## src/rtl/pow_2_seq.sv

```systemverilog
// Iterative left-shift scaler: out_result = base << exp, one shift per clock,
// with early exit once the accumulator has shifted down to zero.
module pow_2_seq #(
    parameter int WIDTH = 32,
    parameter int EXP_W = 6,
    parameter int CNT_W = EXP_W
) (
    input  logic             clk,
    input  logic             rst_n,
    input  logic             in_valid,
    output logic             in_ready,
    input  logic [WIDTH-1:0] in_base,
    input  logic [EXP_W-1:0] in_exp,
    output logic             out_valid,
    input  logic             out_ready,
    output logic [WIDTH-1:0] out_result,
    output logic             out_overflow
);

    // state | meaning
    // IDLE  | waiting for a request, in_ready high
    // BUSY  | shifting acc left one bit per cycle, cnt counting down
    // DONE  | result held on the outputs until out_ready
    typedef enum logic [1:0] {
        IDLE = 2'd0,
        BUSY = 2'd1,
        DONE = 2'd2
    } state_t;

    state_t           state;
    logic [WIDTH-1:0] acc;
    logic [CNT_W-1:0] cnt;
    logic             ovf;
    logic [WIDTH-1:0] acc_shl;
    logic             zero_req;
    logic             last_shift;

    assign acc_shl    = {acc[WIDTH-2:0], 1'b0};
    assign zero_req   = (in_exp == '0) || (in_base == '0);
    // Once acc_shl is zero no later shift can change acc or ovf, so stop early.
    assign last_shift = (cnt == CNT_W'(1)) || (acc_shl == '0);

    assign in_ready     = (state == IDLE) && rst_n;
    assign out_valid    = (state == DONE);
    assign out_result   = acc;
    assign out_overflow = ovf;

    always_ff @(posedge clk) begin
        if (!rst_n) begin
            state <= IDLE;
            acc   <= '0;
            cnt   <= '0;
            ovf   <= 1'b0;
        end else begin
            case (state)
                IDLE: begin
                    if (in_valid) begin
                        acc   <= in_base;
                        cnt   <= CNT_W'(in_exp);
                        ovf   <= 1'b0;
                        state <= zero_req ? DONE : BUSY;
                    end
                end
                BUSY: begin
                    ovf <= ovf | acc[WIDTH-1];
                    acc <= acc_shl;
                    cnt <= cnt - CNT_W'(1);
                    if (last_shift) begin
                        state <= DONE;
                    end
                end
                DONE: begin
                    if (out_ready) begin
                        state <= IDLE;
                    end
                end
                default: begin
                    state <= IDLE;
                end
            endcase
        end
    end

endmodule

```

## config.mk

```make
export PLATFORM = sky130hd
export DESIGN_NAME = pow_2_seq
export DESIGN_NICKNAME = d
export VERILOG_FILES = /design/src/rtl/pow_2_seq.sv
export SDC_FILE = /design/constraint.sdc
export NUM_CORES = 1
export LEC_CHECK = 0
export BUFFER_PORTS_ARGS = -buffer_cell sky130_fd_sc_hd__clkbuf_2
export CELL_PAD_IN_SITES_DETAIL_PLACEMENT = 2
export CELL_PAD_IN_SITES_GLOBAL_PLACEMENT = 2
export CORE_UTILIZATION = 28
export CTS_CLUSTER_SIZE = 20
export DETAILED_ROUTE_END_ITERATION = 8
export PLACE_DENSITY_LB_ADDON = 0.25
export SYNTH_ARGS = -nofsm -noshare
export SYNTH_HDL_FRONTEND = slang
export SYNTH_SLANG_ARGS = --single-unit
```

## constraint.sdc

```tcl
create_clock -name clk -period 2 [get_ports clk]
set_input_delay 0.3 -clock clk [delete_from_list [all_inputs] [get_ports clk]]
set_output_delay 0.3 -clock clk [all_outputs]
set_load 0.05 [all_outputs]
```

==> impl_metrics.prom, run 1 <==
# TYPE chip_impl_metric gauge
chip_impl_metric{name="finalSetupTns",unit="ps"} 0
chip_impl_info{name="post-synth-top-area-cell",value="dfxtp_1"} 1
chip_impl_metric{name="core_area",unit="µm²"} 7250
chip_impl_info{name="r2r_end",value="out_result[12]"} 1
chip_impl_metric{name="first_pass_grt_wire_length",unit="µm"} 10600
chip_impl_metric{name="drive_above_1_share",unit=""} 0.309
chip_impl_metric{name="grt_antenna_before_repair",unit=""} 0
chip_impl_metric{name="postRouteWirelength",unit="µm"} 6780
chip_impl_metric{name="hold_viol",unit=""} 0
chip_impl_metric{name="global_route.usage.met2",unit=""} 0.301
chip_impl_info{name="synth_common_cells",value="41 x dfxtp_1, 40 x nor2_1, 32 x a211oi_1"} 1
chip_impl_metric{name="die_area",unit="µm²"} 7850
chip_impl_metric{name="timing.final.crit_period",unit="ps"} 1800
chip_impl_metric{name="fill_cells",unit=""} 874
chip_impl_metric{name="synth_fp_nets",unit=""} 277
chip_impl_metric{name="number_of_slew_limit_violations_in_the_final_report",unit=""} 0
chip_impl_info{name="combinational_family_with_the_most_area_after_synthesis",value="compound AO/OA/AOI/OAI gates"} 1
chip_impl_metric{name="initial_utilization",unit=""} 0.290
chip_impl_metric{name="p_per_area",unit="nW/µm²"} 1170
chip_impl_metric{name="max_stage_delay",unit="ps"} 670
chip_impl_metric{name="grtUsageMet1",unit=""} 0.238
chip_impl_info{name="cpMostUsedCell",value="nor2_1"} 1
chip_impl_info{name="cts_tree",value="built"} 1
chip_impl_metric{name="clk_pin_slew",unit="ps"} 80
chip_impl_info{name="timing_worst_setup_path_type",value="flop to flop"} 1
chip_impl_metric{name="antenna_violating_nets_post_route",unit=""} 0
chip_impl_metric{name="use_met3",unit=""} 0.0336
chip_impl_metric{name="post_synth_mux_area_share",unit=""} 0.148
chip_impl_info{name="startpoint_type_of_the_worst_setup_path",value="flop"} 1
chip_impl_metric{name="ys_seq_elements",unit=""} 41
chip_impl_metric{name="cts_num_sinks",unit=""} 41
chip_impl_metric{name="fraction_of_post_synthesis_cell_area_in_the_top_cell_type_by_area",unit=""} 0.391
chip_impl_metric{name="synth.cell_area",unit="µm²"} 2100
chip_impl_metric{name="final.period_utilization",unit=""} 0.902
chip_impl_metric{name="synth_xor_area_frac",unit=""} 0.00834
chip_impl_info{name="cp_slowest_cell",value="dfxtp_1"} 1
chip_impl_metric{name="hpwl",unit="µm"} 5060
chip_impl_metric{name="synth_area_per_cell",unit="µm²"} 9.02
chip_impl_metric{name="power.ir.vdd_worst",unit="mV"} 0.322
chip_impl_metric{name="synth_fa_ha_area_frac",unit=""} 0.0119
chip_impl_metric{name="synth_cells",unit=""} 233
chip_impl_metric{name="num_vias",unit=""} 2082
chip_impl_metric{name="netlist-cell-type-count",unit=""} 34
chip_impl_metric{name="power.leakage",unit="nW"} 1.27
chip_impl_metric{name="clock_skew",unit="ps"} 5.04
chip_impl_info{name="grt-busiest-layer",value="met2"} 1
chip_impl_metric{name="clock_latency",unit="ps"} 300
chip_impl_info{name="outcome",value="complete, no violations"} 1
chip_impl_info{name="critical_path.endpoint",value="out_result[12]"} 1
chip_impl_metric{name="detail_route.first_pass.iterations",unit=""} 4
chip_impl_metric{name="die_x",unit="µm"} 88.6
chip_impl_metric{name="timing.slew.headroom",unit=""} 0.635
chip_impl_metric{name="ys.warnings.count",unit=""} 0
chip_impl_metric{name="cts_buffers",unit=""} 5
chip_impl_metric{name="clockBufferDepth",unit=""} 2
chip_impl_metric{name="via_count_of_the_first_global_routing_pass",unit=""} 2067
chip_impl_metric{name="postCtsHoldBufs",unit=""} 0
chip_impl_metric{name="max_cap_violations",unit=""} 0
chip_impl_metric{name="post_cts_resize_count",unit=""} 0
chip_impl_metric{name="ffs_w_async_s_r_synth",unit=""} 0
chip_impl_metric{name="synthToLayoutAreaGrowth",unit="%"} 27.2
chip_impl_metric{name="wl_per_cell",unit="µm"} 16.8
chip_impl_metric{name="finalCoreUtilization",unit=""} 0.368
chip_impl_info{name="regToRegStartpoint",value="state[0]"} 1
chip_impl_metric{name="fin_nets",unit=""} 347
chip_impl_info{name="critical_path.top_delay_family",value="flip-flops"} 1
chip_impl_info{name="grt_setup_unrepaired",value="false"} 1
chip_impl_metric{name="cts.htree.levels",unit=""} 2
chip_impl_info{name="clockRootBuffer",value="clkbuf_8"} 1
chip_impl_metric{name="port_buffers",unit=""} 76
chip_impl_metric{name="regToRegSetupSlack",unit="ps"} 200
chip_impl_metric{name="worstMarginPinSlew",unit="ps"} 546
chip_impl_metric{name="timing.fmax",unit="MHz"} 554
chip_impl_metric{name="finalWeightedCongestion",unit=""} 0.732
chip_impl_metric{name="design.portCount",unit=""} 77
chip_impl_metric{name="vias_per_cell",unit=""} 5.17
chip_impl_info{name="timing.critical_path.to_type",value="flop"} 1
chip_impl_metric{name="maximum_number_of_pins_on_one_net_before_global_route_repair",unit=""} 63
chip_impl_metric{name="setup_violations",unit=""} 0
chip_impl_metric{name="insertedDiodeCount",unit=""} 0
chip_impl_metric{name="worst_setup_slack_before_clock_tree_synthesis",unit="ps"} 210
chip_impl_metric{name="synth-compound-area-share",unit=""} 0.185
chip_impl_metric{name="path_max_fanout",unit=""} 62
chip_impl_metric{name="postCtsSetupRepairBufs",unit=""} 0
chip_impl_info{name="worstHoldPathType",value="input port to flop"} 1
chip_impl_metric{name="grt_overflow_total",unit=""} 0
chip_impl_metric{name="first_iter_violations",unit=""} 33
chip_impl_info{name="synthFlopType",value="dfxtp_1"} 1
chip_impl_metric{name="worstRegToRegCells",unit=""} 5
chip_impl_metric{name="worst_ep_arrival_time",unit="ps"} 2010
chip_impl_metric{name="cp.buffers_inverters",unit=""} 1
chip_impl_info{name="yosys-top-cells-area",value="dfxtp_1 39%, mux2i_1 15%, a211oi_1 11%"} 1
chip_impl_metric{name="worst_ep_required_time",unit="ps"} 2200
chip_impl_metric{name="multi_input_area",unit="µm²"} 1130
chip_impl_info{name="timing.critical_path.from",value="state[0]"} 1
chip_impl_metric{name="postLayoutSetupSlackWorst",unit="ps"} 196
chip_impl_metric{name="ff_latch_area",unit="µm²"} 821
chip_impl_metric{name="synth-seq-area-share",unit=""} 0.391
chip_impl_metric{name="die_height",unit="µm"} 88.6
chip_impl_metric{name="number_of_drc_violations_after_detailed_routing",unit=""} 0
chip_impl_metric{name="synthSimpleGateAreaFrac",unit=""} 0.184
chip_impl_metric{name="synth_edf_count",unit=""} 0
chip_impl_metric{name="globalRouteTotalUtil",unit=""} 0.180
chip_impl_info{name="leading_cell_type_by_number_of_instances_after_synthesis",value="dfxtp_1"} 1
chip_impl_metric{name="crit_cells",unit=""} 5
chip_impl_info{name="path_cells",value="nor2_1 -> nor2_4 -> buf_12 -> nor2_1 -> a211oi_1"} 1
chip_impl_metric{name="fp-row-count",unit=""} 31
[worst min path at each step]
| stage | cells past startpoint | slack, ps | startpoint | endpoint |
|---|---|---|---|---|
| after floorplan | 2 | 440 | cnt[1] | cnt[1] |
| after global placement | 2 | 460 | cnt[1] | cnt[1] |
| after detailed placement | 2 | 470 | cnt[1] | cnt[1] |
| after CTS | 3 | 280 | in_base[0] | out_result[0] |
| after global routing | 3 | 290 | in_base[0] | out_result[0] |
| final | 3 | 290 | in_base[0] | out_result[0] |
[metal layers]
metal  part of all wire  vias up
met5                  0        -
met4             0.0068        0
li1                   -     1010
met2               0.49       49
met3              0.037        4
met1               0.47     1019
[area by class of cell]
cell class                 count  share of cell area
inverter                       6             0.00843
multi-input combinational    168               0.424
sequential                    41               0.307
timing repair buffer          81               0.170
clock inverter                 1              0.0112
tap                           99              0.0463
clock buffer                   7              0.0323
[kinds of logic after synthesis]
group | count (synthesis)
XOR/XNOR | 2
multiplexers | 31
flip-flops | 41
AND/OR/NAND/NOR | 78
buffers and inverters | 24
AO/OA/AOI/OAI | 55
adder cells (fa/ha/maj) | 2
[metrics by stage]
step	total power (W)	std cells	instance area, µm²	hold slack, ps
floorplan	0.00212	233	2100	444
global placement	0.00242	395	2560	458
detailed placement	0.00246	395	2560	471
CTS	0.00318	403	2670	281
global route	0.00332	403	2670	294
finish	0.00313	403	2670	288
[state kept, by name, indices dropped and copies added, names as in the netlist]
signal        flops
cnt               6
state             2
out_result       32
out_overflow      1
[layout by cell type, fill, tap and decap left out, drive strengths merged]
master	count
inv	5
nand4	4
nor2b	2
ha	2
nand2b	1
or3	2
o21ai	5
xor2	1
o21a	1
clkinv	1
mux2i	31
a211oi	32
nor4	17
clkbuf	83
or2	1
a311oi	1
nand2	7
nor2	41
bufinv	1
xnor2	1
a21oi	8
a32oi	3
o221ai	2
o22ai	2
buf	5
nor3	3
o32a	1
dfxtp	41
[power by group]
part	switching (W)	internal [W]
clock network	0.000295	0.000407
registers	0.000181	0.000960
logic	0.000861	0.000425
[worst register-to-register path, cell delays in order (launching register included)]
cell and delay [ps]:
dfxtp_1 670, nor2_1 180, nor2_4 240, buf_12 300
nor2_1 90, a211oi_1 240
Power figures use the tool's default switching activity.
==> run 2: changes to the inputs <==
Settings changed: CORE_UTILIZATION 28 to 29, CTS_BUF_LIST set to sky130_fd_sc_hd__clkbuf_8.
==> impl_metrics.prom, run 2 (synthesis gave the netlist of run 1 again) <==
# TYPE chip_impl_metric gauge
chip_impl_metric{name="setup_violations",unit=""} 0
chip_impl_metric{name="timing.slew.headroom",unit=""} 0.684
chip_impl_metric{name="postRouteWirelength",unit="µm"} 6950
chip_impl_info{name="timing.critical_path.from",value="state[0]"} 1
chip_impl_metric{name="hold_viol",unit=""} 0
chip_impl_info{name="clockRootBuffer",value="clkbuf_8"} 1
chip_impl_metric{name="clock_latency",unit="ps"} 290
chip_impl_metric{name="postLayoutSetupSlackWorst",unit="ps"} 230
chip_impl_metric{name="postPlaceCellArea",unit="µm²"} 2590
chip_impl_metric{name="power_frac_clock",unit=""} 0.177
chip_impl_metric{name="core_area",unit="µm²"} 6910
chip_impl_metric{name="seq_power_share",unit=""} 0.378
chip_impl_metric{name="worstMarginPinSlew",unit="ps"} 473
chip_impl_metric{name="grt_overflow_total",unit=""} 0
chip_impl_metric{name="clock_skew",unit="ps"} 2.07
chip_impl_metric{name="detail_route.first_pass.iterations",unit=""} 4
chip_impl_metric{name="finalSetupTns",unit="ps"} 0
chip_impl_metric{name="cts_buffers",unit=""} 5
chip_impl_info{name="critical_path.endpoint",value="in_ready"} 1
chip_impl_metric{name="design.portCount",unit=""} 77
chip_impl_metric{name="timing.final.crit_period",unit="ps"} 1770
chip_impl_metric{name="power.ir.vdd_worst",unit="mV"} 0.387
chip_impl_info{name="timing_worst_setup_path_type",value="flop to output port"} 1
chip_impl_metric{name="clockBufferDepth",unit=""} 2
chip_impl_info{name="outcome",value="complete, no violations"} 1
chip_impl_metric{name="numPlacedInstances",unit=""} 394
chip_impl_info{name="leading_cell_types_in_the_layout_fill_and_taps_excluded",value="75 x clkbuf_2, 41 x dfxtp_1, 40 x nor2_1"} 1
chip_impl_info{name="layout.cells.most_common",value="clkbuf_2"} 1
chip_impl_metric{name="largest_register_ff_count",unit=""} 32
chip_impl_metric{name="power.leakage",unit="nW"} 1.28
chip_impl_metric{name="drive_above_1_share",unit=""} 0.314
chip_impl_metric{name="antenna_violating_nets_post_route",unit=""} 0
chip_impl_metric{name="die_area",unit="µm²"} 7590
chip_impl_metric{name="final_design_area_no_fill",unit="µm²"} 2680
chip_impl_metric{name="post_cts_resize_count",unit=""} 0
chip_impl_metric{name="die_height",unit="µm"} 87.1
chip_impl_metric{name="num_vias",unit=""} 2085
chip_impl_metric{name="final.period_utilization",unit=""} 0.885
chip_impl_metric{name="finalNonFillerCells",unit=""} 402
chip_impl_metric{name="globalRouteTotalUtil",unit=""} 0.193
chip_impl_info{name="grt_setup_unrepaired",value="false"} 1
chip_impl_metric{name="total_switching_power",unit="W"} 0.00135
chip_impl_metric{name="finalHoldWorstSlack",unit="ps"} 309
chip_impl_info{name="regToRegStartpoint",value="cnt[0]"} 1
chip_impl_info{name="startpoint_type_of_the_worst_setup_path",value="flop"} 1
chip_impl_metric{name="first_pass_grt_wire_length",unit="µm"} 11300
chip_impl_metric{name="postCtsHoldBufs",unit=""} 0
chip_impl_metric{name="grt_antenna_before_repair",unit=""} 0
chip_impl_metric{name="wl_per_cell",unit="µm"} 17.3
chip_impl_metric{name="postCtsSetupRepairBufs",unit=""} 0
chip_impl_metric{name="cts.htree.levels",unit=""} 2
chip_impl_metric{name="fp-row-count",unit=""} 30
chip_impl_metric{name="initial_utilization",unit=""} 0.304
chip_impl_metric{name="die_x",unit="µm"} 87.1
chip_impl_metric{name="comb_power_share",unit=""} 0.445
chip_impl_metric{name="timing.fmax",unit="MHz"} 565
chip_impl_metric{name="worst_ep_required_time",unit="ps"} 1700
chip_impl_metric{name="finalWeightedCongestion",unit=""} 0.770
chip_impl_metric{name="hpwl",unit="µm"} 5300
chip_impl_metric{name="number_of_slew_limit_violations_in_the_final_report",unit=""} 0
chip_impl_metric{name="vias_per_cell",unit=""} 5.19
chip_impl_info{name="timing.critical_path.to_type",value="output port"} 1
chip_impl_metric{name="maximum_number_of_pins_on_one_net_before_global_route_repair",unit=""} 42
chip_impl_metric{name="first_iter_violations",unit=""} 28
chip_impl_info{name="r2r_end",value="cnt[4]"} 1
chip_impl_metric{name="via_count_of_the_first_global_routing_pass",unit=""} 2174
chip_impl_metric{name="worst_setup_slack_before_clock_tree_synthesis",unit="ps"} 387
chip_impl_metric{name="cts_num_sinks",unit=""} 41
chip_impl_metric{name="internal_power",unit="W"} 0.00165
chip_impl_info{name="cts_tree",value="built"} 1
chip_impl_metric{name="insertedDiodeCount",unit=""} 0
chip_impl_metric{name="clk_pin_slew",unit="ps"} 80
chip_impl_metric{name="number_of_drc_violations_after_detailed_routing",unit=""} 0
chip_impl_info{name="worstHoldPathType",value="input port to flop"} 1
chip_impl_metric{name="worstRegToRegCells",unit=""} 7
chip_impl_metric{name="port_buffers",unit=""} 76
chip_impl_metric{name="path_max_fanout",unit=""} 10
chip_impl_metric{name="fin_nets",unit=""} 349
chip_impl_metric{name="switching_share",unit=""} 0.449
chip_impl_metric{name="worst_ep_arrival_time",unit="ps"} 1470
chip_impl_metric{name="p_per_area",unit="nW/µm²"} 1120
chip_impl_metric{name="regToRegSetupSlack",unit="ps"} 380
chip_impl_metric{name="max_cap_violations",unit=""} 0
chip_impl_metric{name="synthToLayoutAreaGrowth",unit="%"} 27.5
run 2: cell count changes in the layout (fill, tap and decap cells not counted), sizes merged:
| cell | delta |
|---|---|
| buf | +3 |
| bufinv | -1 |
| clkbuf | -3 |
| clkinv | +2 |
| inv | +1 |
run 2: per-layer routing:
layer	vias up	share of wire	global-route usage
li1	1016	-	-
met1	1008	0.46	0.254
met2	52	0.48	0.328
met3	9	0.045	0.0341
met4	0	0.011	0.0462
met5	-	0	0
run 2: worst min-delay path by stage:
stage                     startpoint  endpoint  slack [ps]  cells after the start
after global placement        cnt[1]    cnt[1]         470                      2
after floorplan               cnt[1]    cnt[1]         440                      2
after global routing       in_exp[0]    cnt[0]         330                      3
final                      in_exp[0]    cnt[0]         310                      3
after detailed placement      cnt[5]    cnt[5]         490                      2
after CTS                  in_exp[0]    cnt[0]         310                      3
run 2: critical path, cell delays in order (launching register included):
cell and delay [ps]:
dfxtp_1 440, buf_4 220, nor3_1 330, buf_12 190
run 2: layout make-up:
class / instances / area [µm²]
fill: 851 / 4230
multi-input combinational: 168 / 1130
sequential: 41 / 821
timing repair buffer: 83 / 498
tap: 96 / 120
clock buffer: 5 / 68.8
inverter: 6 / 22.5
clock inverter: 3 / 13.8
run 2: power groups by stage:
| stage | clock network [W] | logic (W) | registers (W) |
|---|---|---|---|
| after floorplan | 0 | 0.000634 | 0.00149 |
| after global placement | 0 | 0.00131 | 0.00115 |
| after detailed placement | 0 | 0.00134 | 0.00116 |
| after CTS | 0.000554 | 0.00135 | 0.00114 |
| after global routing | 0.000583 | 0.00143 | 0.00116 |
| final | 0.000532 | 0.00134 | 0.00113 |
run 2: per-stage QoR:
| stage | total power [W] | utilization |
|---|---|---|
| 5_1_grt | 0.00318 | 0.388 |
| 2_1_floorplan | 0.00212 | - |
| 4_1_cts | 0.00304 | 0.388 |
| 3_3_place_gp | 0.00246 | 0.376 |
| 3_5_place_dp | 0.00250 | 0.376 |
| 6_report | 0.00300 | 0.388 |
==> run 3: changes to the inputs <==
==> constraint.sdc (replaced) <==
create_clock -name clk -period 2 [get_ports clk]
set_input_delay 0.5 -clock clk [delete_from_list [all_inputs] [get_ports clk]]
set_output_delay 0.5 -clock clk [all_outputs]
set_load 0.05 [all_outputs]
==> impl_metrics.prom, run 3 (synthesis gave the netlist of run 1 again) <==
# TYPE chip_impl_metric gauge
chip_impl_info{name="outcome",value="complete, no violations"} 1
chip_impl_metric{name="worst_ep_arrival_time",unit="ps"} 1280
chip_impl_metric{name="synthToLayoutAreaGrowth",unit="%"} 26.4
chip_impl_metric{name="hold_viol",unit=""} 0
chip_impl_metric{name="maximum_number_of_pins_on_one_net_before_global_route_repair",unit=""} 54
chip_impl_metric{name="worst_ep_required_time",unit="ps"} 1500
chip_impl_metric{name="finalSetupTns",unit="ps"} 0
chip_impl_metric{name="cts_buffers",unit=""} 5
chip_impl_metric{name="design.portCount",unit=""} 77
chip_impl_metric{name="vias_per_cell",unit=""} 5.07
chip_impl_metric{name="internal_power",unit="W"} 0.00163
chip_impl_metric{name="max_cap_violations",unit=""} 0
chip_impl_info{name="cp_slowest_cell",value="dfxtp_1"} 1
chip_impl_metric{name="cp.buffers_inverters",unit=""} 2
chip_impl_metric{name="via_count_of_the_first_global_routing_pass",unit=""} 2197
chip_impl_metric{name="first_iter_violations",unit=""} 74
chip_impl_metric{name="postCtsHoldBufs",unit=""} 0
chip_impl_metric{name="initial_utilization",unit=""} 0.304
chip_impl_metric{name="die_x",unit="µm"} 87.1
chip_impl_info{name="critical_path.top_delay_family",value="flip-flops"} 1
chip_impl_info{name="cts_tree",value="built"} 1
chip_impl_info{name="holdPathEnd",value="cnt[1]"} 1
chip_impl_metric{name="postCtsSetupRepairBufs",unit=""} 0
chip_impl_metric{name="p_per_area",unit="nW/µm²"} 1120
chip_impl_metric{name="finalWeightedCongestion",unit=""} 0.752
chip_impl_info{name="startpoint_type_of_the_worst_setup_path",value="flop"} 1
chip_impl_metric{name="first_pass_grt_wire_length",unit="µm"} 11000
chip_impl_metric{name="insertedDiodeCount",unit=""} 0
chip_impl_metric{name="number_of_drc_violations_after_detailed_routing",unit=""} 0
chip_impl_metric{name="power.ir.vdd_worst",unit="mV"} 0.407
chip_impl_metric{name="max_stage_delay",unit="ps"} 370
chip_impl_metric{name="clock_latency",unit="ps"} 300
chip_impl_metric{name="grt_overflow_total",unit=""} 0
chip_impl_metric{name="regToRegSetupSlack",unit="ps"} 380
chip_impl_metric{name="globalRouteTotalUtil",unit=""} 0.192
chip_impl_metric{name="detail_route.first_pass.iterations",unit=""} 4
chip_impl_metric{name="fin_nets",unit=""} 350
chip_impl_metric{name="power_frac_clock",unit=""} 0.184
chip_impl_info{name="timing_worst_setup_path_type",value="flop to output port"} 1
chip_impl_metric{name="finalHoldWorstSlack",unit="ps"} 482
chip_impl_metric{name="wl_per_cell",unit="µm"} 16.7
chip_impl_info{name="regToRegStartpoint",value="cnt[0]"} 1
chip_impl_info{name="path_cells",value="buf_4 -> nor3_2 -> buf_12"} 1
chip_impl_metric{name="hold-path-cell-count",unit=""} 2
chip_impl_metric{name="timing.slew.headroom",unit=""} 0.693
chip_impl_metric{name="port_buffers",unit=""} 76
chip_impl_info{name="leading_cell_types_in_the_layout_fill_and_taps_excluded",value="75 x clkbuf_2, 41 x dfxtp_1, 40 x nor2_1"} 1
chip_impl_info{name="clockRootBuffer",value="clkbuf_8"} 1
chip_impl_metric{name="worstRegToRegCells",unit=""} 7
chip_impl_metric{name="postLayoutSetupSlackWorst",unit="ps"} 216
chip_impl_metric{name="final.period_utilization",unit=""} 0.892
chip_impl_metric{name="timing.fmax",unit="MHz"} 560
chip_impl_metric{name="clockBufferDepth",unit=""} 2
chip_impl_metric{name="post_cts_resize_count",unit=""} 0
chip_impl_metric{name="grt_antenna_before_repair",unit=""} 0
chip_impl_metric{name="die_area",unit="µm²"} 7590
chip_impl_metric{name="core_area",unit="µm²"} 6910
chip_impl_info{name="worstHoldPathType",value="flop to flop"} 1
chip_impl_metric{name="setup_violations",unit=""} 0
chip_impl_info{name="layout.cells.most_common",value="clkbuf_2"} 1
chip_impl_metric{name="num_vias",unit=""} 2042
chip_impl_metric{name="power.leakage",unit="nW"} 1.27
chip_impl_metric{name="worst_setup_slack_before_clock_tree_synthesis",unit="ps"} 140
chip_impl_metric{name="die_height",unit="µm"} 87.1
chip_impl_metric{name="number_of_slew_limit_violations_in_the_final_report",unit=""} 0
chip_impl_metric{name="antenna_violating_nets_post_route",unit=""} 0
chip_impl_metric{name="path_max_fanout",unit=""} 11
chip_impl_info{name="r2r_end",value="cnt[4]"} 1
chip_impl_info{name="grt_setup_unrepaired",value="false"} 1
chip_impl_metric{name="comb_power_share",unit=""} 0.439
chip_impl_metric{name="clk_pin_slew",unit="ps"} 80
chip_impl_metric{name="hpwl",unit="µm"} 5220
chip_impl_metric{name="worstMarginPinSlew",unit="ps"} 456
chip_impl_metric{name="cts.htree.levels",unit=""} 2
chip_impl_info{name="timing.critical_path.to_type",value="output port"} 1
chip_impl_metric{name="postRouteWirelength",unit="µm"} 6750
chip_impl_metric{name="finalCoreUtilization",unit=""} 0.385
chip_impl_metric{name="seq_power_share",unit=""} 0.377
chip_impl_metric{name="fp-row-count",unit=""} 30
chip_impl_metric{name="drive_above_1_share",unit=""} 0.322
chip_impl_metric{name="largest_register_ff_count",unit=""} 32
chip_impl_metric{name="clock_skew",unit="ps"} 2.58
chip_impl_metric{name="timing.final.crit_period",unit="ps"} 1780
chip_impl_info{name="hold_path_startpoint",value="cnt[1]"} 1
chip_impl_metric{name="total_switching_power",unit="W"} 0.00134
chip_impl_metric{name="cts_num_sinks",unit=""} 41
chip_impl_metric{name="switching_share",unit=""} 0.452
chip_impl_metric{name="fill_cells",unit=""} 845
==> run 3: power groups by stage <==
stage	logic, W	clock network, W	registers [W]
floorplan	0.000636	0	0.00149
global placement	0.00129	0	0.00114
detailed placement	0.00132	0	0.00114
CTS	0.00133	0.000566	0.00113
global route	0.00141	0.000604	0.00115
finish	0.00131	0.000547	0.00112
==> run 3: worst reg2reg max path, stage by stage (launching register included) <==
cell and delay (ps):
dfxtp_1 340, inv_1 100, ha_1 180, inv_1 60, or3_2 430, xnor2_1 140, o221ai_1 150, a21oi_1 90
==> run 3: worst max-delay path by stage <==
stage	startpoint	to	slack, ps	cells after the start
floorplan	rst_n	in_ready	50	3
global placement	in_base[0]	state[0]	210	6
detailed placement	in_base[7]	state[0]	140	6
CTS	state[0]	in_ready	200	3
global route	state[0]	in_ready	150	3
finish	state[0]	in_ready	220	3
==> run 3: layout make-up <==
class	instances	area [µm²]	area share
Clock inverter	3	17.5	0.00659
Tap cell	96	120	0.0452
Inverter	6	22.5	0.00848
Clock buffer	5	68.8	0.0259
Multi-Input combinational cell	168	1140	0.429
Timing Repair Buffer	84	468	0.176
Sequential cell	41	821	0.309
==> run 3: per-stage QoR <==
step           total power, W  instance area, µm²  instances
3_3_place_gp          0.00243                2570        395
5_1_grt               0.00316                2660        403
2_1_floorplan         0.00212                2110        233
3_5_place_dp          0.00246                2570        395
6_report              0.00298                2660        403
4_1_cts               0.00302                2660        403
==> run 3: routing by layer <==
metal	up-vias	wire length, µm	global-route usage
li1	1014	-	-
met1	982	2980	0.234
met2	41	3410	0.339
met3	5	296	0.0474
met4	0	65	0.0447
met5	-	0	0
